===== config.mk =====
export PLATFORM = sky130hd
export DESIGN_NAME = btn_press_classifier
export DESIGN_NICKNAME = d
export VERILOG_FILES = /design/src/rtl/btn_pkg.sv /design/src/rtl/btn_press_classifier.sv
export SDC_FILE = /design/constraint.sdc
export NUM_CORES = 1
export LEC_CHECK = 0
export ABC_AREA = 1
export CAP_MARGIN = 10
export CORE_UTILIZATION = 45
export DETAILED_ROUTE_END_ITERATION = 12
export PLACE_DENSITY = 0.73
export SETUP_SLACK_MARGIN = 0.2
export SLEW_MARGIN = 20
export SYNTH_ARGS = -nofsm -noshare
export SYNTH_HDL_FRONTEND = slang
export SYNTH_SLANG_ARGS = --single-unit

===== constraint.sdc =====
create_clock -name clk -period 2.1 [get_ports clk]
set_clock_uncertainty 0.1 [all_clocks]
set_input_delay 0.63 -clock clk [delete_from_list [all_inputs] [get_ports clk]]
set_output_delay 0.63 -clock clk [all_outputs]
set_load 0.1 [all_outputs]

===== src/rtl/btn_pkg.sv =====
// btn_pkg: shared FSM state encoding and ms-to-cycles helper for the button input chain.
package btn_pkg;

    typedef enum logic [2:0] {LOCKOUT, IDLE, PRESS1, GAP, LONG_HELD, WAIT_REL} state_t;

    function automatic int unsigned ms_to_cycles(input int unsigned clk_hz, input int unsigned ms);
        return (clk_hz / 1000) * ms;
    endfunction

endpackage


===== src/rtl/btn_press_classifier.sv =====
// btn_press_classifier: turns a debounced button level into single/double/long/repeat pulses.
module btn_press_classifier
    import btn_pkg::*;
#(
    parameter int unsigned CLK_HZ    = 50_000_000,
    parameter int unsigned LONG_MS   = 800,
    parameter int unsigned GAP_MS    = 250,
    parameter int unsigned REPEAT_MS = 150
) (
    input  logic clk,
    input  logic rst,
    input  logic btn_stable,
    output logic single_pulse,
    output logic double_pulse,
    output logic long_pulse,
    output logic repeat_pulse,
    output logic busy
);

    localparam int unsigned LONG_CNT   = ms_to_cycles(CLK_HZ, LONG_MS);
    localparam int unsigned GAP_CNT    = ms_to_cycles(CLK_HZ, GAP_MS);
    localparam int unsigned REPEAT_CNT = ms_to_cycles(CLK_HZ, REPEAT_MS);
    localparam int unsigned MAX_LG     = LONG_CNT > GAP_CNT ? LONG_CNT : GAP_CNT;
    localparam int unsigned MAX_CNT    = MAX_LG > REPEAT_CNT ? MAX_LG : REPEAT_CNT;
    localparam int          CW         = $clog2(MAX_CNT + 1);
    localparam logic [CW-1:0] LONG_LAST = CW'(LONG_CNT - 1);
    localparam logic [CW-1:0] GAP_LAST  = CW'(GAP_CNT - 1);
    localparam logic [CW-1:0] RPT_LAST  = CW'(REPEAT_CNT - 1);

    if (LONG_CNT < 2 || GAP_CNT < 2 || REPEAT_CNT < 2) begin : g_bad_params
        $error("btn_press_classifier: every derived cycle count must be at least 2");
    end

    state_t        state, state_n;
    logic [CW-1:0] cnt;
    logic          s_n, d_n, l_n, r_n;

    // cnt holds (edges since entering the state) - 1 when sampled, hence the *_LAST compares
    always_comb begin
        state_n = state;
        s_n = 1'b0;
        d_n = 1'b0;
        l_n = 1'b0;
        r_n = 1'b0;
        case (state)
            LOCKOUT:  state_n = btn_stable ? LOCKOUT : IDLE;
            IDLE:     state_n = btn_stable ? PRESS1 : IDLE;
            PRESS1: begin
                if (!btn_stable) state_n = GAP;
                else if (cnt == LONG_LAST) begin
                    state_n = LONG_HELD;
                    l_n = 1'b1;
                end
            end
            GAP: begin
                if (btn_stable) begin
                    state_n = WAIT_REL;
                    d_n = 1'b1;
                end else if (cnt == GAP_LAST) begin
                    state_n = IDLE;
                    s_n = 1'b1;
                end
            end
            LONG_HELD: begin
                if (!btn_stable) state_n = IDLE;
                else r_n = cnt == RPT_LAST;
            end
            WAIT_REL: state_n = btn_stable ? WAIT_REL : IDLE;
            default:  state_n = LOCKOUT;
        endcase
    end

    // a repeat restarts the period, so it clears the counter like a state change
    always_ff @(posedge clk or posedge rst) begin
        if (rst) begin
            state        <= LOCKOUT;
            cnt          <= '0;
            single_pulse <= 1'b0;
            double_pulse <= 1'b0;
            long_pulse   <= 1'b0;
            repeat_pulse <= 1'b0;
            busy         <= 1'b0;
        end else begin
            state        <= state_n;
            cnt          <= (state_n != state || r_n) ? '0 : (&cnt ? cnt : cnt + 1'b1);
            single_pulse <= s_n;
            double_pulse <= d_n;
            long_pulse   <= l_n;
            repeat_pulse <= r_n;
            busy         <= state_n != IDLE;
        end
    end

endmodule


==> impl_metrics.env, run 1 <==
export IMPL_outcome="completed"
export IMPL_viasPerCell=5.630
export IMPL_min_delay_start="state[2]$_DFF_PP0_"
export IMPL_die_area_mm2=0.005246
export IMPL_num_io_pins=8
export IMPL_r2r_setup_slack_ns=0.03
export IMPL_grt_max_degree=35
export IMPL_tightest_slew_ns=0.4606
export IMPL_core_mm2=0.004755
export IMPL_synth_seq_cells=34
export IMPL_antenna_left=0
export IMPL_initial_core_util_pct=46.95
export IMPL_synth_area_mm2=0.002232
export IMPL_pre_cts_ws_ns=-0.2693
export IMPL_htreeDepth=2
export IMPL_peakVddDrop_uv=540.8
export IMPL_grt_overflow_total=0
export IMPL_antennaDiodeCount=0
export IMPL_power_uw=3157
export IMPL_routedWlPerCell_um=17.14
export IMPL_leakagePower_uw=0.001365
export IMPL_r2r_start="cnt[19]$_DFFE_PP0P_"
export IMPL_drtIter0Drc=250
export IMPL_finalSetupViolations=0
export IMPL_met2_usage_pct=47.98
export IMPL_grt_pass1_wl_um=11280
export IMPL_dp_hpwl_um=4196
export IMPL_clk_pin_slew_ns=0.07
export IMPL_cts_hold_buffers=0
export IMPL_gr_usage_met3_pct=6.528
export IMPL_ctsRootBufferMaster="clkbuf_8"
export IMPL_async_flop_share_pct=100.0
export IMPL_die_width_um=72.43
export IMPL_required_ns=2.18
export IMPL_clock_sinks=34
export IMPL_r2r_end="cnt[1]$_DFFE_PP0P_"
export IMPL_syn_inst=305
export IMPL_reg2reg_depth=11
export IMPL_maxCapViolations=0
export IMPL_p_comb_share_pct=58.9
export IMPL_syn_nets=309
export IMPL_switching_power_uw=1327
export IMPL_synth_main_ff_cell="dfrtp_1"
export IMPL_use_met1_pct=34.19
export IMPL_drc=0
export IMPL_num_vias=2449
export IMPL_grtUsageTotal_pct=28.73
export IMPL_p_per_area_mw_per_mm2=933.7
export IMPL_cp_arrival_ns=2.15
export IMPL_finalHoldViolCount=0
export IMPL_switching_share_pct=42.02
export IMPL_hp_class="flip-flop to flip-flop"
export IMPL_setup_ws_ns=0.03190
export IMPL_cts_tree="yes"
export IMPL_slew_viol_final=0
export IMPL_first_global_vias=2380
export IMPL_antenna_found_initial=0
export IMPL_start_kind="flip-flop"
export IMPL_grt_busiest_layer="met2"
export IMPL_intPower_uw=1830
export IMPL_yosysWarnings=0
export IMPL_die_h_um=72.43
export IMPL_drt_first_pass_iters=5
export IMPL_end_kind="flip-flop"
export IMPL_io_buffers=7
export IMPL_synth_seq_area_share_pct=38.12
export IMPL_avgSynthCellArea_um2=7.318
export IMPL_fmaxAchievable_mhz=483.5
export IMPL_worst_skew_pair_late_latency_ns=0.29
export IMPL_rsz0062_at_grt="true"
export IMPL_relSlewSlack_pct=69.29
export IMPL_seqPwrFrac_pct=25.0
export IMPL_whs_endpoint="state[2]$_DFF_PP0_"
export IMPL_gp_congestion=1.020
export IMPL_cts_buffer_depth=2
export IMPL_layout_min_cycle_time_ns=2.068
export IMPL_area_delta_synth_final_pct=51.46
export IMPL_hold_path_cell_count=1
export IMPL_std_cell_rows=25
export IMPL_ys_types=37
export IMPL_period_share_pct=98.48
export IMPL_drive_above_1_share_pct=44.02
export IMPL_final_nets=371
export IMPL_crit_fanout=7
export IMPL_p_clk_share_pct=16.1
export IMPL_drt_total_wl_um=7456
export IMPL_cts_buffers=5
export IMPL_timing_hold_ws_ns=0.4807
export IMPL_synth_edff_count=0
export IMPL_critPathKind="flip-flop to flip-flop"
[worst max-delay path by stage]
stage,startpoint,endpoint,slack (ns),cells after the start
5_1_grt,cnt[19]$_DFFE_PP0P_,cnt[4]$_DFFE_PP0P_,-0.02,11
2_1_floorplan,cnt[0]$_DFFE_PP0P_,cnt[21]$_DFFE_PP0P_,0.31,10
4_1_cts,cnt[0]$_DFFE_PP0P_,cnt[17]$_DFFE_PP0P_,0.12,14
3_3_place_gp,btn_stable,cnt[23]$_DFFE_PP0P_,-0.21,8
6_report,cnt[19]$_DFFE_PP0P_,cnt[1]$_DFFE_PP0P_,0.03,11
3_5_place_dp,btn_stable,cnt[23]$_DFFE_PP0P_,-0.27,9
[layout by cell type (no fill, tap or decap), types with 2 or more instances in the layout]
cell type	n
dfrtp_1	24
buf_6	7
nor3_1	10
nand3_4	3
a21oi_2	4
buf_16	3
nand4_1	12
o21ai_1	2
inv_2	7
xnor2_1	2
nand2_2	8
dfrtp_2	10
xor2_1	3
nand2_4	2
nor2_2	10
o21ai_2	2
nand3_1	18
nand2_1	51
inv_1	34
o21ai_0	6
clkbuf_8	6
xor2_2	3
nor2_1	30
buf_4	39
nor2_4	32
nand3_2	9
buf_12	8
o22ai_1	2
[power groups by stage]
stage / clock, µW / sequential [µW] / combinational (µW)
finish: 510 / 788 / 1860
global route: 556 / 797 / 1920
CTS: 518 / 783 / 1640
detailed placement: 0 / 786 / 883
global placement: 0 / 782 / 866
floorplan: 0 / 855 / 590
[per-layer routing]
layer  share of wire, %  wire [µm]
met5                  0          0
met1                 39       2900
met4                4.4        325
met3                7.6        567
met2                 49       3663
[stage by stage]
stage | std cells | util [%] | setup TNS [ns] | area, µm²
finish | 435 | 71.11 | 0 | 3381
global route | 435 | 71.11 | -0.3065 | 3381
CTS | 426 | 64.05 | 0 | 3045
detailed placement | 397 | 54.00 | -6.207 | 2567
global placement | 397 | 54.00 | -4.999 | 2567
floorplan | 305 | - | 0 | 2232
[cell families (layout without fill, tap and decap cells)]
group	Yosys count	after routing	share of synthesized area, %
AOI/OAI and AO/OA	22	22	6.054
xor gates and xnor gates	8	8	3.476
adders and majority gates	1	1	0.5604
buffers and inverters	45	108	8.969
DFF	34	34	38.12
muxes	1	1	0.4484
and+or+nand+nor	194	194	42.38
[Yosys cell counts (all sizes together), types with 2 or more instances]
| cell | count | area, µm² |
|---|---|---|
| nor2 | 72 | 342.8 |
| nor3 | 12 | 71.32 |
| xnor2 | 2 | 17.52 |
| buf | 3 | 41.29 |
| nand3 | 30 | 172.7 |
| nand4 | 13 | 87.58 |
| nor4 | 2 | 12.51 |
| o21ai | 10 | 50.05 |
| inv | 41 | 153.9 |
| o22ai | 2 | 12.51 |
| dfrtp | 34 | 850.8 |
| a21oi | 5 | 28.78 |
| nand2 | 62 | 237.7 |
| xor2 | 6 | 60.06 |
[registers in the layout, indices dropped and copies added, names as in the netlist]
register	count
busy	1
cnt	26
double_pulse	1
long_pulse	1
repeat_pulse	1
single_pulse	1
state	3
[critical path: stages, from the launching register on]
cell	delay, ns
dfrtp_1	0.40
buf_4	0.16
nor2_1	0.18
nand4_1	0.21
nor2_4	0.17
nand3_2	0.09
nand2_2	0.10
nand3_2	0.10
nand3_4	0.13
buf_12	0.13
buf_16	0.14
nor2_2	0.04
[final cells by class]
class / count / area, µm²
Multi-Input combinational cell: 226 / 1555
Fill cell: 345 / 1374
Sequential cell: 34 / 863.3
Timing Repair Buffer: 59 / 633.1
Inverter: 41 / 153.9
Clock buffer: 7 / 86.33
Tap cell: 67 / 83.83
Clock inverter: 1 / 5.005
[repair_timing]
| item | in CTS | in global routing |
|---|---|---|
| cloned | 3 | 0 |
| setup endpoints to repair | 26 | 28 |
| resized for setup | 45 | 63 |
| setup buffers | 18 | 9 |
| pin swaps | 23 | 24 |
(Power assumes the default switching activity.)
==> run 2, diff against run 1 <==
- CORE_UTILIZATION: 45 -> 30
- PLACE_DENSITY: 0.73 -> 0.56
==> run 2 against run 1 <==
Sequential cell count unchanged. Global-route usage decreased by 11 points. Routed wire length decreased by 12%. Cell area decreased by 0.52%. Core utilization decreased by 24 points. Maximum frequency increased by 3.2%. Register-to-register slack improved by 0.06 ns. Sequential power decreased by 0.9%. Combinational power decreased by 7%. Cell count increased by 7.8%. Worst setup slack improved by 0.063 ns. Die area increased by 48%. Critical endpoint is now cnt[18]$_DFFE_PP0P_.
==> impl_metrics.env, run 2 (synthesized netlist as in run 1, its figures left out) <==
export IMPL_outcome="completed"
export IMPL_final_common_cell="nand2_1"
export IMPL_period_share_pct=95.47
export IMPL_antenna_found_initial=0
export IMPL_largest_reg_flops=26
export IMPL_worst_skew_pair_late_latency_ns=0.29
export IMPL_relSlewSlack_pct=70.96
export IMPL_drive_above_1_share_pct=42.16
export IMPL_cp_arrival_ns=2.14
export IMPL_post_route_util_pct=46.62
export IMPL_r2r_setup_slack_ns=0.1
export IMPL_std_cell_rows=31
export IMPL_finalSetupViolations=0
export IMPL_grt_overflow_total=0
export IMPL_top_register="cnt"
export IMPL_routedWlPerCell_um=13.97
export IMPL_core_mm2=0.007214
export IMPL_leakagePower_uw=0.001381
export IMPL_die_h_um=88.26
export IMPL_p_per_area_mw_per_mm2=925.8
export IMPL_seqPwrFrac_pct=25.1
export IMPL_min_delay_start="state[2]$_DFF_PP0_"
export IMPL_layout_min_cycle_time_ns=2.005
export IMPL_hp_class="flip-flop to flip-flop"
export IMPL_first_global_vias=2217
export IMPL_intPower_uw=1898
export IMPL_finalHoldViolCount=0
export IMPL_gp_congestion=0.9665
export IMPL_clk_pin_slew_ns=0.07
export IMPL_peakVddDrop_uv=516.8
export IMPL_viasPerCell=4.855
export IMPL_whs_endpoint="state[2]$_DFF_PP0_"
export IMPL_r2r_start="cnt[0]$_DFFE_PP0P_"
export IMPL_switching_share_pct=39.04
export IMPL_crit_fanout=6
export IMPL_p_clk_share_pct=19.3
export IMPL_mostFrequentLayoutCells="nand2_1 (51), buf_4 (43), inv_1 (36), dfrtp_1 (30), nor2_4 (28)"
export IMPL_crit_chain="ha_4 -> nand2_4 -> nor2_4 -> buf_6 -> nand2_8 -> nor2_4 -> nand3_2 -> nand3_2 -> a21oi_2 -> nand3_4 -> buf_6 -> buf_16 -> nor2_4"
export IMPL_top_regs="cnt x26, state x3"
export IMPL_nFillCells=725
export IMPL_switching_power_uw=1216
export IMPL_critical_path_top_delay_family="simple AND/OR/NAND/NOR gates"
export IMPL_cts_tree="yes"
export IMPL_cp_startpoint="cnt[0]$_DFFE_PP0P_"
export IMPL_initial_core_util_pct=30.94
export IMPL_area_delta_synth_final_pct=50.67
export IMPL_clock_sinks=34
export IMPL_grt_max_degree=35
export IMPL_crit_slowest_cell="dfrtp_1"
export IMPL_p_comb_share_pct=55.6
export IMPL_cts_buffers=5
export IMPL_cts_buffer_depth=2
export IMPL_required_ns=2.23
export IMPL_htreeDepth=2
export IMPL_hold_path_cell_count=1
export IMPL_io_buffers=7
export IMPL_num_io_pins=8
export IMPL_die_area_mm2=0.007790
export IMPL_tightest_slew_ns=0.4357
export IMPL_drt_first_pass_iters=4
export IMPL_maxCapViolations=0
export IMPL_drc=0
export IMPL_end_kind="flip-flop"
export IMPL_setup_tns_ns=0
export IMPL_fmaxAchievable_mhz=498.8
export IMPL_rsz0062_at_grt="true"
export IMPL_final_nets=373
export IMPL_crit_top_cell="nor2_4"
export IMPL_r2r_end="cnt[18]$_DFFE_PP0P_"
export IMPL_drt_total_wl_um=6550
export IMPL_slew_viol_final=0
export IMPL_grt_pass1_wl_um=10670
export IMPL_drtIter0Drc=168
export IMPL_ctsRootBufferMaster="clkbuf_8"
export IMPL_num_vias=2277
export IMPL_antenna_left=0
export IMPL_die_width_um=88.26
export IMPL_slowest_delay_ns=0.42
export IMPL_antennaDiodeCount=0
export IMPL_reg2reg_depth=13
export IMPL_timing_hold_ws_ns=0.4904
export IMPL_critPathKind="flip-flop to flip-flop"
export IMPL_grtUsageTotal_pct=17.95
export IMPL_crit_buf_inv=3
export IMPL_start_kind="flip-flop"
export IMPL_dp_hpwl_um=4379
-- run 2: changes by cell type in the layout (fill, tap and decap cells not counted), moves of 2 or more --
| cell | delta |
|---|---|
| nor2_2 | +7 |
| dfrtp_1 | +6 |
| dfrtp_2 | -6 |
| buf_4 | +4 |
| nor2_4 | -4 |
| nor2_1 | -3 |
| inv_1 | +2 |
| inv_2 | -2 |
| nand3_2 | +2 |
| nand3_4 | -2 |
-- run 2: how the worst max path moves through the flow --
stage,endpoint,slack [ns],depth (start not counted)
after floorplan,cnt[21]$_DFFE_PP0P_,0.31,10
after global placement,cnt[22]$_DFFE_PP0P_,-0.27,8
after detailed placement,cnt[20]$_DFFE_PP0P_,-0.28,8
after CTS,cnt[11]$_DFFE_PP0P_,0.13,12
after global routing,cnt[17]$_DFFE_PP0P_,0.007,13
final,cnt[18]$_DFFE_PP0P_,0.1,13
-- run 2: cell type report --
type	instances	area (µm²)	share of cell area, %
multi-input combinational	226	1496	44.49
sequential	34	855.8	25.45
timing repair buffer	61	624.3	18.56
inverter	41	153.9	4.576
tap	99	123.9	3.683
clock buffer	5	68.82	2.046
clock inverter	3	40.04	1.190
-- run 2: metal layers --
layer  GRT usage [%]  share of wire [%]  vias to the layer above
met5               0                  0                        -
li1                -                  -                     1114
met1           24.52                 44                     1075
met4           6.598                3.4                        0
met3           3.545                4.6                       21
met2           28.11                 48                       67
-- run 2: metrics by stage --
stage               total power [µW]  instances  instance area, µm²  worst slack (ns)
floorplan                       1444        305                2232            0.3098
global placement                1728        433                2650           -0.2680
detailed placement              1728        433                2650           -0.2771
CTS                             2974        456                3064            0.1274
global route                    3257        469                3363          0.007344
finish                          3114        469                3363           0.09516
-- run 2: timing repair --
item	in CTS	in global routing
gates resized for setup	37	53
hold buffers	0	0
pin swaps	16	23
gates cloned	2	0
setup endpoints to repair	26	29
buffers inserted	13	13
-- run 2: power groups by stage --
stage / Combinational (µW) / Sequential [µW] / Clock [µW]
2_1_floorplan: 590 / 855 / 0
3_3_place_gp: 946 / 782 / 0
3_5_place_dp: 944 / 784 / 0
4_1_cts: 1570 / 778 / 624
5_1_grt: 1810 / 789 / 655
6_report: 1730 / 781 / 602
